===== src/rtl/hazard_tracker_if.sv =====
// D-stage request and hazard/forwarding response bundle for hazard_tracker.
// SELW is derived from NSTAGE here so both sides agree on select width.
interface hazard_tracker_if #(
  parameter int NSTAGE = 3,
  parameter int REGW   = 5,
  parameter int TW     = 2
);
  localparam int SELW = $clog2(NSTAGE + 1);

  logic            dval;
  logic [REGW-1:0] a1_d;
  logic [REGW-1:0] a2_d;
  logic [REGW-1:0] a3_d;
  logic [TW-1:0]   tnew_d;
  logic [TW-1:0]   tuse_rs_d;
  logic [TW-1:0]   tuse_rt_d;
  logic            use_rs_d;
  logic            use_rt_d;
  logic            stall_ext;
  logic            flush;

  logic            stall;
  logic [SELW-1:0] fwd_rs_d;
  logic [SELW-1:0] fwd_rt_d;
  logic [SELW-1:0] fwd_rs_e;
  logic [SELW-1:0] fwd_rt_e;
  logic [REGW-1:0] a1_e;
  logic [REGW-1:0] a2_e;
  logic [REGW-1:0] a3_e;

  modport master (
    output dval, a1_d, a2_d, a3_d, tnew_d, tuse_rs_d, tuse_rt_d,
           use_rs_d, use_rt_d, stall_ext, flush,
    input  stall, fwd_rs_d, fwd_rt_d, fwd_rs_e, fwd_rt_e, a1_e, a2_e, a3_e
  );

  modport slave (
    input  dval, a1_d, a2_d, a3_d, tnew_d, tuse_rs_d, tuse_rt_d,
           use_rs_d, use_rt_d, stall_ext, flush,
    output stall, fwd_rs_d, fwd_rt_d, fwd_rs_e, fwd_rt_e, a1_e, a2_e, a3_e
  );
endinterface


===== src/rtl/hazard_tracker.sv =====
// Register-tag pipeline behind D: per-stage {a1,a2,a3,tnew}, youngest-match
// hazard detection, and D/E forwarding selects. Tnew counts down per stage.
module hazard_tracker #(
  parameter int NSTAGE = 3,
  parameter int REGW   = 5,
  parameter int TW     = 2
) (
  input  logic           clk,
  input  logic           reset,
  hazard_tracker_if.slave hif
);
  localparam int SELW = $clog2(NSTAGE + 1);

  typedef struct packed {
    logic [REGW-1:0] a1;
    logic [REGW-1:0] a2;
    logic [REGW-1:0] a3;
    logic [TW-1:0]   tnew;
  } stage_t;

  typedef stage_t [NSTAGE:1] stage_arr_t;

  typedef struct packed {
    logic            hit;
    logic [SELW-1:0] sel;
    logic [TW-1:0]   tnew;
  } match_t;

  stage_arr_t stg_q, stg_d;

  // Scan oldest to youngest so the lowest matching stage overwrites the rest.
  function automatic match_t youngest(input stage_arr_t st,
                                      input logic [REGW-1:0] r,
                                      input int lo);
    match_t m;
    m = '0;
    for (int s = NSTAGE; s >= 1; s--) begin
      if (s >= lo && r != '0 && st[s].a3 == r) begin
        m.hit  = 1'b1;
        m.sel  = SELW'(s);
        m.tnew = st[s].tnew;
      end
    end
    return m;
  endfunction

  function automatic logic [SELW-1:0] fwd_sel(input match_t m);
    return (m.hit && m.tnew == '0) ? m.sel : '0;
  endfunction

  match_t m_rs_d, m_rt_d, m_rs_e, m_rt_e;
  logic   haz_rs, haz_rt, stall;

  always_comb begin
    m_rs_d = youngest(stg_q, hif.a1_d, 1);
    m_rt_d = youngest(stg_q, hif.a2_d, 1);
    m_rs_e = youngest(stg_q, stg_q[1].a1, 2);
    m_rt_e = youngest(stg_q, stg_q[1].a2, 2);
    haz_rs = hif.dval && hif.use_rs_d && m_rs_d.hit && (m_rs_d.tnew > hif.tuse_rs_d);
    haz_rt = hif.dval && hif.use_rt_d && m_rt_d.hit && (m_rt_d.tnew > hif.tuse_rt_d);
    stall  = haz_rs | haz_rt | hif.stall_ext;
  end

  assign hif.stall    = stall;
  assign hif.fwd_rs_d = fwd_sel(m_rs_d);
  assign hif.fwd_rt_d = fwd_sel(m_rt_d);
  assign hif.fwd_rs_e = fwd_sel(m_rs_e);
  assign hif.fwd_rt_e = fwd_sel(m_rt_e);
  assign hif.a1_e     = stg_q[1].a1;
  assign hif.a2_e     = stg_q[1].a2;
  assign hif.a3_e     = stg_q[1].a3;

  // Stages 2..NSTAGE always advance; only stage 1 sees flush/stall bubbles.
  always_comb begin
    stg_d = '0;
    if (hif.dval && !hif.flush && !stall) begin
      stg_d[1].a1   = hif.a1_d;
      stg_d[1].a2   = hif.a2_d;
      stg_d[1].a3   = hif.a3_d;
      stg_d[1].tnew = hif.tnew_d;
    end
    for (int s = 2; s <= NSTAGE; s++) begin
      stg_d[s] = stg_q[s-1];
      if (stg_q[s-1].tnew != '0)
        stg_d[s].tnew = stg_q[s-1].tnew - TW'(1);
    end
  end

  always_ff @(posedge clk) begin
    if (reset) stg_q <= '0;
    else       stg_q <= stg_d;
  end
endmodule


===== src/flat_wrapper.sv =====
// flat-port wrapper written by rule: the top's interface ports become plain ports
module hazard_tracker_flat 
#(
  parameter int NSTAGE = 3,
  parameter int REGW   = 5,
  parameter int TW     = 2
)
  (clk, reset, hif_dval, hif_a1_d, hif_a2_d, hif_a3_d, hif_tnew_d, hif_tuse_rs_d, hif_tuse_rt_d, hif_use_rs_d, hif_use_rt_d, hif_stall_ext, hif_flush, hif_stall, hif_fwd_rs_d, hif_fwd_rt_d, hif_fwd_rs_e, hif_fwd_rt_e, hif_a1_e, hif_a2_e, hif_a3_e);
  hazard_tracker_if #(.NSTAGE(NSTAGE), .REGW(REGW), .TW(TW)) hif_i ();
  input  logic clk;
  input  logic reset;
  input wire logic [$bits(hif_i.dval)-1:0] hif_dval;
  input wire logic [$bits(hif_i.a1_d)-1:0] hif_a1_d;
  input wire logic [$bits(hif_i.a2_d)-1:0] hif_a2_d;
  input wire logic [$bits(hif_i.a3_d)-1:0] hif_a3_d;
  input wire logic [$bits(hif_i.tnew_d)-1:0] hif_tnew_d;
  input wire logic [$bits(hif_i.tuse_rs_d)-1:0] hif_tuse_rs_d;
  input wire logic [$bits(hif_i.tuse_rt_d)-1:0] hif_tuse_rt_d;
  input wire logic [$bits(hif_i.use_rs_d)-1:0] hif_use_rs_d;
  input wire logic [$bits(hif_i.use_rt_d)-1:0] hif_use_rt_d;
  input wire logic [$bits(hif_i.stall_ext)-1:0] hif_stall_ext;
  input wire logic [$bits(hif_i.flush)-1:0] hif_flush;
  output wire logic [$bits(hif_i.stall)-1:0] hif_stall;
  output wire logic [$bits(hif_i.fwd_rs_d)-1:0] hif_fwd_rs_d;
  output wire logic [$bits(hif_i.fwd_rt_d)-1:0] hif_fwd_rt_d;
  output wire logic [$bits(hif_i.fwd_rs_e)-1:0] hif_fwd_rs_e;
  output wire logic [$bits(hif_i.fwd_rt_e)-1:0] hif_fwd_rt_e;
  output wire logic [$bits(hif_i.a1_e)-1:0] hif_a1_e;
  output wire logic [$bits(hif_i.a2_e)-1:0] hif_a2_e;
  output wire logic [$bits(hif_i.a3_e)-1:0] hif_a3_e;
  assign hif_i.dval = hif_dval;
  assign hif_i.a1_d = hif_a1_d;
  assign hif_i.a2_d = hif_a2_d;
  assign hif_i.a3_d = hif_a3_d;
  assign hif_i.tnew_d = hif_tnew_d;
  assign hif_i.tuse_rs_d = hif_tuse_rs_d;
  assign hif_i.tuse_rt_d = hif_tuse_rt_d;
  assign hif_i.use_rs_d = hif_use_rs_d;
  assign hif_i.use_rt_d = hif_use_rt_d;
  assign hif_i.stall_ext = hif_stall_ext;
  assign hif_i.flush = hif_flush;
  assign hif_stall = hif_i.stall;
  assign hif_fwd_rs_d = hif_i.fwd_rs_d;
  assign hif_fwd_rt_d = hif_i.fwd_rt_d;
  assign hif_fwd_rs_e = hif_i.fwd_rs_e;
  assign hif_fwd_rt_e = hif_i.fwd_rt_e;
  assign hif_a1_e = hif_i.a1_e;
  assign hif_a2_e = hif_i.a2_e;
  assign hif_a3_e = hif_i.a3_e;
  hazard_tracker #(.NSTAGE(NSTAGE), .REGW(REGW), .TW(TW)) u_core (.clk(clk), .reset(reset), .hif(hif_i));
endmodule

===== config.mk =====
export PLATFORM = sky130hd
export DESIGN_NAME = hazard_tracker_flat
export DESIGN_NICKNAME = d
export VERILOG_FILES = /design/src/rtl/hazard_tracker_if.sv /design/src/rtl/hazard_tracker.sv /design/src/flat_wrapper.sv
export SDC_FILE = /design/constraint.sdc
export NUM_CORES = 1
export LEC_CHECK = 0
export ABC_AREA = 1
export BUFFER_PORTS_ARGS = -buffer_cell sky130_fd_sc_hd__buf_2
export CORE_AREA = 2 2 82 68
export CTS_CLUSTER_DIAMETER = 150
export DETAILED_ROUTE_END_ITERATION = 16
export DIE_AREA = 0 0 84 70
export PLACE_DENSITY = 0.69
export SLEW_MARGIN = 20
export SYNTH_ARGS = -nofsm -noshare
export SYNTH_HDL_FRONTEND = slang
export SYNTH_SLANG_ARGS = --single-unit

===== constraint.sdc =====
create_clock -name clk -period 5.5 [get_ports clk]
set_input_delay 0.275 -clock clk [delete_from_list [all_inputs] [get_ports clk]]
set_output_delay 0.275 -clock clk [all_outputs]
set_load 0.01 [all_outputs]

==> run summary <==
- run status: complete, no violations
- fraction of layout instances using a drive strength above 1: 22.82%
- via count of the first global-routing pass: 1884
- leakage power: 1.416 nW
- root buf cell: sky130_fd_sc_hd__clkbuf_8
- Slew @ Worst Pin: 0.5231 ns
- post-route clock period utilization: 51.06%
- routed via count divided by cell count: 4.596
- final routed DRC violation total: 0
- total of warnings raised by yosys: 0
- Netlist Area Pre-Place: 0.002311 mm2
- post-detailed-placement cell area: 0.002471 mm2
- number of buffers and inverters on the critical path: 3
- reported max-cap violation count: 0
- pin count of the biggest net entering global routing: 18
- final global-route overflow total: 0
- die area: 0.005880 mm2
- TritonCTS buffer count: 5
- clock power share: 42.1%
- Synth Instances: 356
- area grow syn2layout: 12.02%
- Max Clock Freq: 0.3561 GHz
- synthesized area per cell: 6.491 um2
- switching part of the total power: 24.94%
- origin of the critical flop-to-flop path: u_core.stg_q[36]
- number of distinct library cells after synthesis: 27
- worst path arrival time: 2.53 ns
- sum of net half-perimeters after detailed placement: 4.114 mm
- critical path, cell by cell: inv_1, nand2_1, nand2_1, nor2_1, nand2_1, nor2_1, a21oi_1, nand2_1, nand2_1, inv_1, ha_1, a211oi_1, nand2_2, nand3_1, buf_2
- hold path endpoint: u_core.hif.a3_e[0]
- count of hold-fix buffers inserted at cts: 0
- total number of placement rows: 24
- post-synth net total: 388
- unrepaired setup endpoints after global routing: no
- peak ir drop on the vdd network: 0.0001639 V
- CP Capture Type: output pin
- Setup crit start kind: flop
- Hold Path Stages: 3
- violation count after the first detailed-routing iteration: 118
- number of nets with antenna violations after detailed routing: 0
- final sum of negative setup slack: 0 ns
- CTS tree: yes
- Tightest Hold Check Type: input port to flop
- post-route clock skew: 0.006127 ns
- Skew-Pair Late Insertion Delay: 0.28 ns
- shortest clock period the worst path allows after layout: 2.808 ns
- Crit Reg-Reg Endpoint: u_core.hif.a2_e[4]
- antenna cell count: 0
- global routing usage summed across all routing layers: 17.94%
- width of the chip: 84 um
- fraction of the yosys area taken by sequential cells: 26.85%
- Max Slew Vio Count: 0
- depth of the most critical reg-to-reg path: 16
- internal power: 0.0004073 W
- post-CTS setup buffers: 0
- Critical Setup Path Class: flop to output pin
- power density cells: 209.6 mW/mm2
- cell seen most often among critical-path stages: sky130_fd_sc_hd__nand2_1
- wire length of the first global-routing pass: 8.480 mm
- Fin. Hold Viols: 0
- antenna violations before repair: 0
- area of the core: 0.005195 mm2
- routed len/inst: 11.27 um
- part of the total power dissipated in sequential elements: 42.6%
- cell type group with the largest total delay on the critical path: simple AND/OR/NAND/NOR gates
- Min-Delay Startpoint: hif_a3_d[0]
- net switching component of the power: 0.0001354 W
- Design Area, Final: 0.002589 mm2
- worst reg2reg setup slack: 2.94 ns
- clock edge transition at the registers on the reported setup and hold paths: 0.06 ns
- Total Wirelength: 5.126 mm
- height of the die: 70 um
- clock sinks: 31
- number of failing setup endpoints in the final timing report: 0
- combinational fraction of design power: 15.3%
- cell type of the slowest stage on the worst timing path: sky130_fd_sc_hd__dfxtp_1
- effective utilization at floorplan: 44.48%
- most frequent standard cell in the layout excluding fill and tap cells: sky130_fd_sc_hd__nand2_1
- clk buf depth: 2
- H-tree levels: 2
- total number of vias: 2091
- slowest cell delay on critical path: 0.43 ns
- required time of the critical path: 5.22 ns
- routability congestion estimate: 0.8559
- DR pass1 iterations: 4
- commonest non-fill, non-tap cells in the layout: sky130_fd_sc_hd__nand2_1, sky130_fd_sc_hd__nor2_1, sky130_fd_sc_hd__buf_2
- register bit total from synthesis: 31
- I/O Buffers: 51
- relative max-transition margin: 65.05%
- number of gates given a new drive strength after cts: 0
- biggest fanout along the worst timing path: 5
- IO Pins: 52
- final-stage net count: 421
[flip-flops by register name (all words and copies together), names as in the netlist]
signal           cells
u_core.hif.a2_e      5
u_core.hif.a3_e      5
u_core.stg_d         5
u_core.stg_q        11
u_core.hif.a1_e      5
[worst max path at each step]
stage / end / slack [ns] / start / depth (start not counted)
2_1_floorplan: u_core.hif.a1_e[0] / 3.27 / u_core.stg_d[36] / 18
3_3_place_gp: u_core.stg_q[1] / 3.04 / hif_a1_d[0] / 18
3_5_place_dp: u_core.hif.a2_e[4] / 2.95 / u_core.stg_q[36] / 16
4_1_cts: hif_stall / 2.68 / u_core.stg_q[37] / 15
5_1_grt: hif_stall / 2.46 / u_core.stg_q[36] / 15
6_report: hif_stall / 2.69 / u_core.stg_d[37] / 15
[area by class of cell]
cell class / instances / area [um2]
Timing Repair Buffer: 51 / 255.2
Tap cell: 65 / 81.33
Multi-Input combinational cell: 246 / 1311
Clock inverter: 2 / 35.03
Inverter: 54 / 202.7
Clock buffer: 6 / 82.58
Fill cell: 545 / 2606
Sequential cell: 31 / 620.6
[kinds of logic after synthesis]
group / synth area share (%)
and+or+nand+nor: 38.93
AOI/OAI and AO/OA: 2.382
adders and majority gates: 2.166
DFF: 26.85
xor gates and xnor gates: 13.26
buffers and inverters: 16.40
[power by group through the flow]
stage | Combinational, W | Clock [W] | Sequential (W)
after floorplan | 0.0000600 | 0 | 0.000235
after global placement | 0.0000821 | 0 | 0.000236
after detailed placement | 0.0000832 | 0 | 0.000236
after CTS | 0.0000836 | 0.000232 | 0.000231
after global routing | 0.0000940 | 0.000241 | 0.000232
final | 0.0000828 | 0.000228 | 0.000231
[synth_stat cells]
library cell / number / area, um2
sky130_fd_sc_hd__a211oi_1: 2 / 15.01
sky130_fd_sc_hd__a21oi_1: 7 / 35.03
sky130_fd_sc_hd__and2_1: 1 / 6.260
sky130_fd_sc_hd__and3_1: 1 / 6.260
sky130_fd_sc_hd__buf_2: 6 / 30.03
sky130_fd_sc_hd__buf_4: 16 / 120.1
sky130_fd_sc_hd__buf_6: 2 / 22.52
sky130_fd_sc_hd__clkbuf_1: 1 / 3.750
sky130_fd_sc_hd__dfxtp_1: 31 / 620.6
sky130_fd_sc_hd__ha_1: 4 / 50.05
sky130_fd_sc_hd__inv_1: 50 / 187.7
sky130_fd_sc_hd__inv_2: 4 / 15.01
sky130_fd_sc_hd__nand2_1: 91 / 341.6
sky130_fd_sc_hd__nand2_2: 4 / 25.02
sky130_fd_sc_hd__nand3_1: 14 / 70.07
sky130_fd_sc_hd__nand3_2: 7 / 70.07
sky130_fd_sc_hd__nand4_1: 3 / 18.77
sky130_fd_sc_hd__nand4_4: 1 / 21.27
sky130_fd_sc_hd__nor2_1: 52 / 195.2
sky130_fd_sc_hd__nor2_2: 12 / 75.07
sky130_fd_sc_hd__nor2_4: 1 / 11.26
sky130_fd_sc_hd__nor3_1: 6 / 30.03
sky130_fd_sc_hd__nor3b_1: 3 / 22.52
sky130_fd_sc_hd__o21ai_0: 1 / 5.000
sky130_fd_sc_hd__or2_2: 1 / 6.260
sky130_fd_sc_hd__xnor2_1: 16 / 140.1
sky130_fd_sc_hd__xor2_1: 19 / 166.4
[worst register-to-register path, stage by stage (launching register included)]
cell and delay [ns]:
sky130_fd_sc_hd__dfxtp_1 0.43, sky130_fd_sc_hd__inv_1 0.11, sky130_fd_sc_hd__nand2_1 0.06, sky130_fd_sc_hd__nand2_1 0.05, sky130_fd_sc_hd__nor2_1 0.16, sky130_fd_sc_hd__nand3_2 0.14
sky130_fd_sc_hd__nor2_1 0.20, sky130_fd_sc_hd__nand2_1 0.08, sky130_fd_sc_hd__nand2_1 0.07, sky130_fd_sc_hd__nand2_1 0.06, sky130_fd_sc_hd__inv_1 0.06, sky130_fd_sc_hd__ha_1 0.23
sky130_fd_sc_hd__a21oi_1 0.16, sky130_fd_sc_hd__a211oi_1 0.07, sky130_fd_sc_hd__nand2_2 0.10, sky130_fd_sc_hd__nand4_4 0.31, sky130_fd_sc_hd__nor2_1 0.20
[per-layer routing]
metal / up-vias / GRT usage [%] / routed length (um)
li1: 1116 / - / -
met1: 908 / 24.58 / 2543
met2: 58 / 28.36 / 2226
met3: 9 / 3.546 / 269
met4: 0 / 5.914 / 87
met5: - / 0 / 0
[metrics by stage]
step	worst slack, ns	utilization, %	instances	hold slack (ns)	power, W
floorplan	3.273	-	356	0.3466	0.0002947
global placement	3.043	47.57	447	0.4080	0.0003184
detailed placement	2.949	47.57	447	0.4102	0.0003196
CTS	2.678	49.83	455	0.1909	0.0005467
global route	2.462	49.83	455	0.1912	0.0005668
finish	2.692	49.83	455	0.1979	0.0005426
Note: power is estimated with default switching activity, not from simulation.
